===== src/rtl/cnn_cntr_gen_pkg.sv =====
// Shared types for the CNN command generator: the control packet sent to
// the PE-array decoder, the per-PE operation code and the generator FSM state.
package cnn_cntr_gen_pkg;

  // Array geometry shared by the generator and the packet decoder.
  localparam int CNN_XLEN    = 8;   // bits per weight/activation word
  localparam int CNN_ICP_NUM = 4;   // words per buffer entry (input channels)
  localparam int CNN_OCP_NUM = 4;   // PE lanes (output channels)
  localparam int CNN_ADDR_B  = 4;   // weight-buffer address width
  localparam int CNN_NPASS_B = 16;  // pass-counter width

  // Longest legal kernel: one entry per buffer address.
  localparam logic [CNN_ADDR_B:0] CNN_LEN_MAX = {1'b1, {CNN_ADDR_B{1'b0}}};
  localparam logic [CNN_ADDR_B:0] CNN_LEN_MIN = (CNN_ADDR_B + 1)'(2);

  // What each PE does with the word read this cycle.
  typedef enum logic [1:0] {
    PE_IDLE  = 2'd0,  // nothing issued
    PE_FIRST = 2'd1,  // first entry of a kernel: restart accumulation
    PE_ACC   = 2'd2,  // middle entry: accumulate
    PE_LAST  = 2'd3   // final entry: accumulate and retire the result
  } PE_STATE;

  // Generator FSM state, also exported for debug visibility.
  typedef enum logic [1:0] {
    ST_IDLE    = 2'd0,
    ST_LOAD    = 2'd1,
    ST_COMPUTE = 2'd2,
    ST_DONE    = 2'd3
  } cntr_state_e;

  // Command word presented to the decoder every cycle.
  typedef struct packed {
    PE_STATE                          PE_state;
    logic [CNN_ICP_NUM*CNN_XLEN-1:0]  wrb_data;
    logic [CNN_ADDR_B-1:0]            wrb_addr;
    logic [CNN_OCP_NUM-1:0]           wrb;
    logic [CNN_ADDR_B-1:0]            rdb_addr;
  } CNTR_PACKET;

  // A kernel must have at least a FIRST and a LAST entry and must fit the buffer.
  function automatic logic len_ok(input logic [CNN_ADDR_B:0] len);
    return (len >= CNN_LEN_MIN) && (len <= CNN_LEN_MAX);
  endfunction

endpackage


===== src/rtl/cntr_addr_seq.sv =====
// Two-level address sequencer: an inner address counter that wraps at a
// programmable length and an outer counter (lane during weight load, pass
// during compute) that advances on every inner wrap.
module cntr_addr_seq #(
  parameter int ADDR_B = 4,
  parameter int OUT_W  = 16
) (
  input  logic              clk_i,
  input  logic              rst_ni,
  input  logic              clr_i,         // restart both counters at zero
  input  logic              inc_i,         // advance by one entry
  input  logic [ADDR_B:0]   len_i,         // inner wrap length (2..2^ADDR_B)
  input  logic [OUT_W-1:0]  outer_last_i,  // final outer value
  output logic [ADDR_B-1:0] addr_o,
  output logic [OUT_W-1:0]  outer_o,
  output logic              addr_last_o,   // address sits on len-1
  output logic              wrap_o,        // this increment wraps the address
  output logic              last_o         // outer counter is on its final value
);

  logic [ADDR_B-1:0] addr_q, addr_d;
  logic [OUT_W-1:0]  outer_q, outer_d;
  logic [ADDR_B:0]   len_m1;

  assign len_m1      = len_i - (ADDR_B + 1)'(1);
  assign addr_last_o = ({1'b0, addr_q} == len_m1);
  assign wrap_o      = inc_i & addr_last_o;
  assign last_o      = (outer_q == outer_last_i);
  assign addr_o      = addr_q;
  assign outer_o     = outer_q;

  // Next count: the outer counter folds back to zero after its final value so
  // the sequencer is ready for the next phase without an explicit clear.
  always_comb begin
    addr_d  = addr_q;
    outer_d = outer_q;
    if (clr_i) begin
      addr_d  = '0;
      outer_d = '0;
    end else if (inc_i) begin
      if (addr_last_o) begin
        addr_d  = '0;
        outer_d = last_o ? '0 : outer_q + OUT_W'(1);
      end else begin
        addr_d  = addr_q + ADDR_B'(1);
      end
    end
  end

  // Counter registers.
  always_ff @(posedge clk_i or negedge rst_ni) begin
    if (!rst_ni) begin
      addr_q  <= '0;
      outer_q <= '0;
    end else begin
      addr_q  <= addr_d;
      outer_q <= outer_d;
    end
  end

endmodule


===== src/rtl/cnn_cntr_gen.sv =====
// CNN command generator. Takes a job configuration, streams weight entries
// into every output-channel PE buffer, then issues one read/PE-state command
// per accepted activation beat for each pass. The packet type is fixed by
// cnn_cntr_gen_pkg, so the geometry parameters must keep their defaults.
//
// Handshakes: a beat transfers on a rising clock edge where valid and ready
// are both high. Ready depends only on registered FSM state (never on valid);
// valid may rise or fall freely and nothing is transferred while it is low.
module cnn_cntr_gen
  import cnn_cntr_gen_pkg::*;
#(
  parameter int DATA_WID = CNN_XLEN,
  parameter int ICP_NUM  = CNN_ICP_NUM,
  parameter int OCP_NUM  = CNN_OCP_NUM,
  parameter int ADDR_B   = CNN_ADDR_B,
  parameter int NPASS_B  = CNN_NPASS_B
) (
  input  logic                        clk,
  input  logic                        reset,      // asynchronous, active low
  input  logic                        start,
  input  logic [ADDR_B:0]             cfg_len,
  input  logic [NPASS_B-1:0]          cfg_npass,
  input  logic                        cfg_reuse,
  input  logic                        w_valid,
  output logic                        w_ready,
  input  logic [ICP_NUM*DATA_WID-1:0] w_data,
  input  logic                        a_valid,
  output logic                        a_ready,
  output CNTR_PACKET                  CNN_pk_out,
  output logic                        busy,
  output logic                        done,
  output logic                        cfg_err,
  output cntr_state_e                 dbg_state
);

  localparam logic [OCP_NUM-1:0] LANE0     = OCP_NUM'(1);
  localparam logic [NPASS_B-1:0] LANE_LAST = NPASS_B'(OCP_NUM - 1);

  cntr_state_e       state_q, state_d;
  logic [ADDR_B:0]   len_q;
  logic [NPASS_B-1:0] npass_q;
  logic              w_ready_q, a_ready_q, busy_q, done_q, cfg_err_q;
  CNTR_PACKET        pk_q, pk_d;

  logic              idle_start, len_good;
  logic              w_beat, a_beat;
  logic [ADDR_B-1:0] seq_addr;
  logic [NPASS_B-1:0] seq_outer, outer_last;
  logic              seq_addr_last, seq_wrap, seq_last;

  assign idle_start = (state_q == ST_IDLE) && start;
  assign len_good   = len_ok(cfg_len);
  assign w_beat     = w_valid & w_ready_q;
  assign a_beat     = a_valid & a_ready_q;

  // Lanes are counted while loading, passes while computing.
  assign outer_last = (state_q == ST_LOAD) ? LANE_LAST : (npass_q - NPASS_B'(1));

  cntr_addr_seq #(
    .ADDR_B (ADDR_B),
    .OUT_W  (NPASS_B)
  ) u_seq (
    .clk_i        (clk),
    .rst_ni       (reset),
    .clr_i        (idle_start),
    .inc_i        (w_beat | a_beat),
    .len_i        (len_q),
    .outer_last_i (outer_last),
    .addr_o       (seq_addr),
    .outer_o      (seq_outer),
    .addr_last_o  (seq_addr_last),
    .wrap_o       (seq_wrap),
    .last_o       (seq_last)
  );

  // Next FSM state; a zero-pass job skips straight to DONE from its entry point.
  always_comb begin
    state_d = state_q;
    case (state_q)
      ST_IDLE: begin
        if (start && len_good) begin
          if (!cfg_reuse)               state_d = ST_LOAD;
          else if (cfg_npass == '0)     state_d = ST_DONE;
          else                          state_d = ST_COMPUTE;
        end
      end
      ST_LOAD: begin
        if (w_beat && seq_wrap && seq_last)
          state_d = (npass_q == '0) ? ST_DONE : ST_COMPUTE;
      end
      ST_COMPUTE: begin
        if (a_beat && seq_wrap && seq_last) state_d = ST_DONE;
      end
      ST_DONE:  state_d = ST_IDLE;
      default:  state_d = ST_IDLE;
    endcase
  end

  // FSM register with registered status/ready outputs and the latched job config.
  always_ff @(posedge clk or negedge reset) begin
    if (!reset) begin
      state_q   <= ST_IDLE;
      len_q     <= '0;
      npass_q   <= '0;
      w_ready_q <= 1'b0;
      a_ready_q <= 1'b0;
      busy_q    <= 1'b0;
      done_q    <= 1'b0;
      cfg_err_q <= 1'b0;
    end else begin
      state_q   <= state_d;
      w_ready_q <= (state_d == ST_LOAD);
      a_ready_q <= (state_d == ST_COMPUTE);
      busy_q    <= (state_d == ST_LOAD) || (state_d == ST_COMPUTE);
      done_q    <= (state_d == ST_DONE);
      cfg_err_q <= idle_start && !len_good;
      if (idle_start && len_good) begin
        len_q   <= cfg_len;
        npass_q <= cfg_npass;
      end
    end
  end

  // Command for the beat accepted this cycle. Idle compute cycles keep the
  // last read address on the bus so the buffer read port does not toggle.
  always_comb begin
    pk_d = '0;
    case (state_q)
      ST_LOAD: begin
        if (w_beat) begin
          pk_d.wrb      = LANE0 << seq_outer;
          pk_d.wrb_addr = seq_addr;
          pk_d.wrb_data = w_data;
        end
      end
      ST_COMPUTE: begin
        if (a_beat) begin
          pk_d.rdb_addr = seq_addr;
          if (seq_addr == '0)     pk_d.PE_state = PE_FIRST;
          else if (seq_addr_last) pk_d.PE_state = PE_LAST;
          else                    pk_d.PE_state = PE_ACC;
        end else begin
          pk_d.rdb_addr = pk_q.rdb_addr;
        end
      end
      default: pk_d = '0;
    endcase
  end

  // Packet output register: one cycle from handshake to decoder.
  always_ff @(posedge clk or negedge reset) begin
    if (!reset) pk_q <= '0;
    else        pk_q <= pk_d;
  end

  assign w_ready    = w_ready_q;
  assign a_ready    = a_ready_q;
  assign busy       = busy_q;
  assign done       = done_q;
  assign cfg_err    = cfg_err_q;
  assign CNN_pk_out = pk_q;
  assign dbg_state  = state_q;

endmodule

===== config.mk =====
export PLATFORM = sky130hd
export DESIGN_NAME = cnn_cntr_gen
export DESIGN_NICKNAME = d
export VERILOG_FILES = /design/src/rtl/cnn_cntr_gen_pkg.sv /design/src/rtl/cntr_addr_seq.sv /design/src/rtl/cnn_cntr_gen.sv
export SDC_FILE = /design/constraint.sdc
export NUM_CORES = 1
export LEC_CHECK = 0
export ABC_AREA = 1
export BUFFER_PORTS_ARGS = -buffer_cell sky130_fd_sc_hd__buf_2
export CAP_MARGIN = 20
export CORE_MARGIN = 2
export CORE_UTILIZATION = 49
export CTS_CLUSTER_SIZE = 8
export DETAILED_ROUTE_END_ITERATION = 6
export GPL_TIMING_DRIVEN = 0
export PLACE_DENSITY = 0.86
export SLEW_MARGIN = 25
export SYNTH_ARGS = -nofsm -noshare
export SYNTH_HDL_FRONTEND = slang
export SYNTH_HIERARCHICAL = 1
export SYNTH_SLANG_ARGS = --single-unit

===== constraint.sdc =====
create_clock -name clk -period 2.5 [get_ports clk]
set_input_delay 0.5 -clock clk [delete_from_list [all_inputs] [get_ports clk]]
set_output_delay 0.5 -clock clk [all_outputs]
set_load 0.01 [all_outputs]

== Word level (Yosys, flattened, before mapping) ==
Cells that the tools add are included.

* Bits in registers: 94
* Bits of input ports: 59
* Output and inout port bits: 53
* Word-level logic and storage cells: 76

* Add/subtract/negate cells: 4
* $lt $le $gt $ge: 2
* Equal/unequal tests: 9
* Shift operators: 1
* Muxes and demuxes: 23
* Bitwise gates (word level): 4
* Reductions and logical operators: 18

{| class="wikitable"
|+ Operator list
! operator !! count
|-
| $mux 16 || 5
|-
| $mux 40 || 2
|-
| $logic_not 16->1 || 2
|-
| $mux 4 || 5
|-
| $add 16x1->16 const B || 1
|-
| $eq 16x16->1 || 1
|-
| $shl 1x16->4 const A || 1
|-
| $sub 16x1->16 const B || 1
|-
| $mux 2 || 7
|-
| $logic_and 1x1->1 || 9
|-
| $eq 2x2->1 const B || 4
|-
| $pmux 2 s4 || 1
|-
| $eq 4x5->1 || 1
|-
| $ge 5x2->1 const B || 1
|-
| $le 5x5->1 const B || 1
|-
| $sub 5x1->5 const B || 1
|-
| $add 4x1->4 const B || 1
|-
| $eq 2x1->1 const B || 2
|-
| $logic_not 4->1 || 1
|-
| $reduce_bool 2->1 || 2
|-
| $and 1x1->1 || 3
|-
| $mux 1 || 3
|-
| $logic_not 2->1 || 1
|-
| $ne 2x2->1 const B || 1
|-
| 4 further kinds || 4
|}

== Depth between registers and ports, before layout ==
* Depth in word-level cells: 9
* Mapped depth: 26
* Mapped depth without buffers: 25

== By module ==
The synthesis kept the hierarchy.

{| class="wikitable"
|+ By module, submodules not included
! module !! instances !! cells an instance !! area each (sq um) !! sequential area each (sq um)
|-
| cnn_cntr_gen || 1 || 393 || 3294.4 || 1851.8
|-
| cntr_addr_seq || 1 || 284 || 1726.7 || 500.5
|}

== Worst setup path after synthesis ==
No wires, ideal clock.

* Path kind: reg-to-reg
* Start: register npass_q[0]
* End: register busy_q, in the netlist busy
* Library setup time: 0.063 ns
* Data arrival time: 2.591 ns
* Required time: 2.437 ns
* Slack: -0.154 ns
* Stages on the path, launching flop included: 25
* Path buffers: 1
* Clock period less this slack: 2.654 ns
* Path through: dfrtp_1 -> inv_1 -> ha_1 -> inv_1 -> nor2_4 -> nand3_2 -> xor2_1 -> nor2_1 -> inv_1 -> nand2_1 -> nand2_1 -> nor2_1 -> nand2_1 -> nor2_1 -> nand2_2 -> buf_6 -> inv_1 -> nand2_1 -> nor2_1 -> nand2_1 -> nand3_1 -> nand2_1 -> nor2_1 -> ha_1 -> inv_1

* Cells in the longest elaborated chain, start to end: 8
* Elaborated cells between the ends (all ways): 13
* Classes of those cells: add/sub: 1; eq/ne: 3; mux: 5; reduce/logical: 4

{| class="wikitable"
|+ Ends and longest elaborated chain
! what !! line !! text
|-
| start, declared || cnn_cntr_gen.sv:41 || <nowiki>logic [NPASS_B-1:0] npass_q;</nowiki>
|-
| start signal, assigned || cnn_cntr_gen.sv:119 || <nowiki>npass_q <= cfg_npass;</nowiki>
|-
| $sub 16x1->16 (*) || cnn_cntr_gen.sv:57 || <nowiki>assign outer_last = (state_q == ST_LOAD) ? LANE_LAST : (npass_q - NPASS_B'(1));</nowiki>
|-
| $mux 16 (*) || cnn_cntr_gen.sv:57 ||
|-
| named net outer_last[10] || cnn_cntr_gen.sv:48 || <nowiki>logic [NPASS_B-1:0] seq_outer, outer_last;</nowiki>
|-
| $eq 16x16->1 (*) || cntr_addr_seq.sv:28 || <nowiki>assign last_o = (outer_q == outer_last_i);</nowiki>
|-
| named net seq_last || cnn_cntr_gen.sv:49 || <nowiki>logic seq_addr_last, seq_wrap, seq_last;</nowiki>
|-
| $logic_and 1x1->1 (on tied branches) || cnn_cntr_gen.sv:92, cnn_cntr_gen.sv:88 ||
|-
| $mux 2 (on tied branches) || cnn_cntr_gen.sv:92, cnn_cntr_gen.sv:88 ||
|-
| $pmux 2 s4 (*) || cnn_cntr_gen.sv:79 || <nowiki>case (state_q)</nowiki>
|-
| $eq 2x1->1 or $eq 2x2->1 (tied branches) || cnn_cntr_gen.sv:114 || <nowiki>busy_q <= (state_d == ST_LOAD) || (state_d == ST_COMPUTE);</nowiki>
|-
| $logic_or 1x1->1 (*) || cnn_cntr_gen.sv:114 ||
|-
| end signal, assigned || cnn_cntr_gen.sv:114 ||
|-
| end, declared || cnn_cntr_gen.sv:42 || <nowiki>logic w_ready_q, a_ready_q, busy_q, done_q, cfg_err_q;</nowiki>
|}

The timed path passes the listed nets; every way through them passes the cells marked *.
A chain may end at the register's enable or synchronous reset.

== Worst setup path after layout ==
* Start: register npass_q[4]
* End: register busy_q, in the netlist busy

The elaborated chain is that of the path after synthesis.

==> results.toml <==
[synth]
synth_compound_area_frac = 0.06080
yosys.area_share.adder = 0.01994
ys_types = 31
avgSynthCellArea_um2 = 7.417
synth_nets = 744
synthXorXnorAreaFrac = 0.02268
ys_seq_area_frac = 0.4685
synth_area_um2 = 5021
yosys_warnings = 6
synthCells = 677
synth_mux_area_frac = 0
yosys.area_share.simple = 0.3354
ys_ff_latch = 94
synth_top_family_by_area = "simple AND/OR/NAND/NOR gates"

[grt]
grt_pass1_vias = 4477
grt_overflow_total = 0
antenna_found_initial = 0
grt_first_pass_wirelength_um = 20670
grtUsageTotal = 0.2323
grt_max_degree = 62

[placement]
hpwl_um = 9119
port_buffers = 111
gp_congestion = 0.9404

[floorplan]
dieArea_um2 = 11070
row_count = 36
die_h_um = 105.2
num_io_pins = 112
start_util = 0.5090
design.core.area_um2 = 9864
die_w_um = 105.2

[timing]
report.final.slew_viol_count = 0
rsz0062_at_grt = "true"
tns_ns = -1.094
finalCritPeriodShare = 1.105
finalClockSkew_ns = 0.01527
hold_viol = 0
layout_setup_ws_ns = -0.2625
setup_viol_count_final = 14
max_slew.worst_pin.slew_ns = 0.4661
period_needed_ns = 2.763
relSlewSlack = 0.6893
clock.fmax_mhz = 362.0

[worst_hold_path]
min_to = "CNN_pk_out[16]"
hp-class = "in -> reg"
hp-start = "w_data[4]"
hold_path_depth = 3

[critical_path]
r2r_start = "npass_q[4]"
rr_endpoint = "busy"
worstPathRequired_ns = 2.79
crit_type = "reg -> reg"
cp.arrival_ns = 3.05
startpoint = "npass_q[4]"
worst_setup_path_end_kind = "register"
r2r_cells = 22
r2r_slack_ns = -0.26
crit_fanout = 5
start_kind = "register"

[detailed_routing]
met2_length_um = 6053
wl_per_cell_um = 13.39
vias = 4901
drt-total-wl_um = 12780
drt_iter0_drc = 339
wl_met1_um = 5502
viasPerCell = 5.132
drc = 0
maxUsedRoutingLayer = "met4"
first_pass_iters = 5
wl_met3_um = 974
ant_nets = 0

[final_layout]
regArea_um2 = 2357
fill_cells = 822
multi_input_area_um2 = 2409
syn_to_final_growth_pct = 26.31
drive_above_1_share = 0.2932
nets = 884
mostFrequentLayoutCell = "nand2_1"
fin_util = 0.6429
diodes = 0
most-common-layout-cells = "nand2_1 (178), buf_2 (119), nor2_1 (112)"

[job]
cap_violations = 0

[pwr]
p_leak_uw = 0.003365
p_per_area_nw_per_um2 = 903.0
vdd_drop_max_mv = 0.5130

[cts]
cts_tree = "done"
clkSlewWorstSetupHoldPaths_ns = 0.11
root_buffer = "clkbuf_8"
cts_buffers = 9
cts_sinks = 94
clk_latency_ns = 0.38
h-tree-depth = 3
clk_path_buf_depth = 2

[status]
violations = "negative setup slack"
status = "finished, violations left"
[report_power, final]
part | internal (uW) | switching [uW] | total [uW]
clock | 392 | 612 | 1000
sequential | 1860 | 316 | 2170
combinational | 959 | 1590 | 2550
total | 3210 | 2520 | 5730
[synthesized netlist by cell type]
cell	n	area [um^2]
nor3_1	6	30.03
nor2_1	124	465.5
nand3_1	50	250.2
xnor2_1	1	8.760
clkbuf_1	1	3.750
xor2_1	12	105.1
nor2_4	4	45.04
and3_1	1	6.260
nand2_4	1	11.26
nand4_1	8	50.05
nand3_2	3	30.03
nor4_1	1	6.260
a21oi_1	21	105.1
buf_6	6	67.56
nand3b_1	1	7.510
buf_4	4	30.03
o21ai_0	13	65.06
nand2_1	185	694.4
nand2_2	5	31.28
buf_2	9	45.04
o21bai_1	1	7.510
ha_1	8	100.1
a21oi_2	1	8.760
o21ai_1	20	100.1
inv_1	79	296.5
inv_2	5	18.77
o22ai_1	3	18.77
dfrtp_1	94	2352
clkinv_1	1	3.750
or2_0	1	6.260
nor2_2	8	50.05
[per-layer routing]
layer,vias up,GRT usage
met4,0,0.08000
met3,20,0.03772
met2,244,0.3857
li1,2372,-
met1,2265,0.3089
met5,-,0
[worst max-delay path by stage]
stage	to	slack (ns)	cells past startpoint
after floorplan	busy	-0.02	24
after global placement	busy	-0.45	22
after detailed placement	busy	-0.48	22
after CTS	busy	-0.21	24
after global routing	busy	-0.46	21
final	busy	-0.26	22
[layout make-up]
type | instances | share of cell area
buffer | 19 | 0.02131
clock buffer | 9 | 0.01953
clock inverter | 7 | 0.01144
inverter | 85 | 0.05109
multi-input combinational | 478 | 0.3798
sequential | 94 | 0.3717
tap | 133 | 0.02624
timing repair buffer | 130 | 0.1190
[registers in the layout (all words and copies together) (netlist names), 4 cells and up, named ones only]
name / count
u_seq/addr_o: 4
CNN_pk_out: 46
u_seq/outer_o: 16
npass_q: 16
len_q: 5
[cell families (layout without fill, tap and decap cells)]
group | after synthesis | count (layout)
buf+inv | 105 | 250
xor+xnor | 13 | 13
fa+ha+maj | 8 | 8
simple gates | 398 | 398
flops | 94 | 94
compound gates | 59 | 59
[through the flow]
step	hold WS [ns]	instance area, um^2	power (uW)	std cells	setup WS, ns
floorplan	0.2044	5041	3711	677	-0.01565
global placement	0.4633	5763	4296	921	-0.4508
detailed placement	0.4106	5797	4374	922	-0.4845
CTS	0.3086	6058	5464	943	-0.2116
global route	0.3004	6342	6175	955	-0.4607
finish	0.3239	6342	5727	955	-0.2625
[critical path, cell delays in order (launching register included)]
cell and delay [ns]:
dfrtp_2 0.46, nor2_1 0.14, nand2_2 0.10, nor2_4 0.20, nand3_4 0.12, nor2_4 0.11, nor2_1 0.06, nor2_2 0.15
inv_1 0.06, nand2_1 0.05, nand2_1 0.05, nor2_1 0.09, nand2_1 0.08, nor2_2 0.15, nand2_4 0.08, inv_4 0.07
nand2_4 0.06, o21ai_2 0.17, nand3_2 0.08, nand2_2 0.07, nor2_2 0.04, ha_1 0.26, inv_1 0.03
[repair_timing]
action	CTS	global route
hold endpoints to repair	10	0
gates resized for setup	10	50
endpoints found under the setup margin	6	22
pin swaps	16	26
hold buffers	1	0
setup buffers	5	12
(Power assumes the default switching activity.)
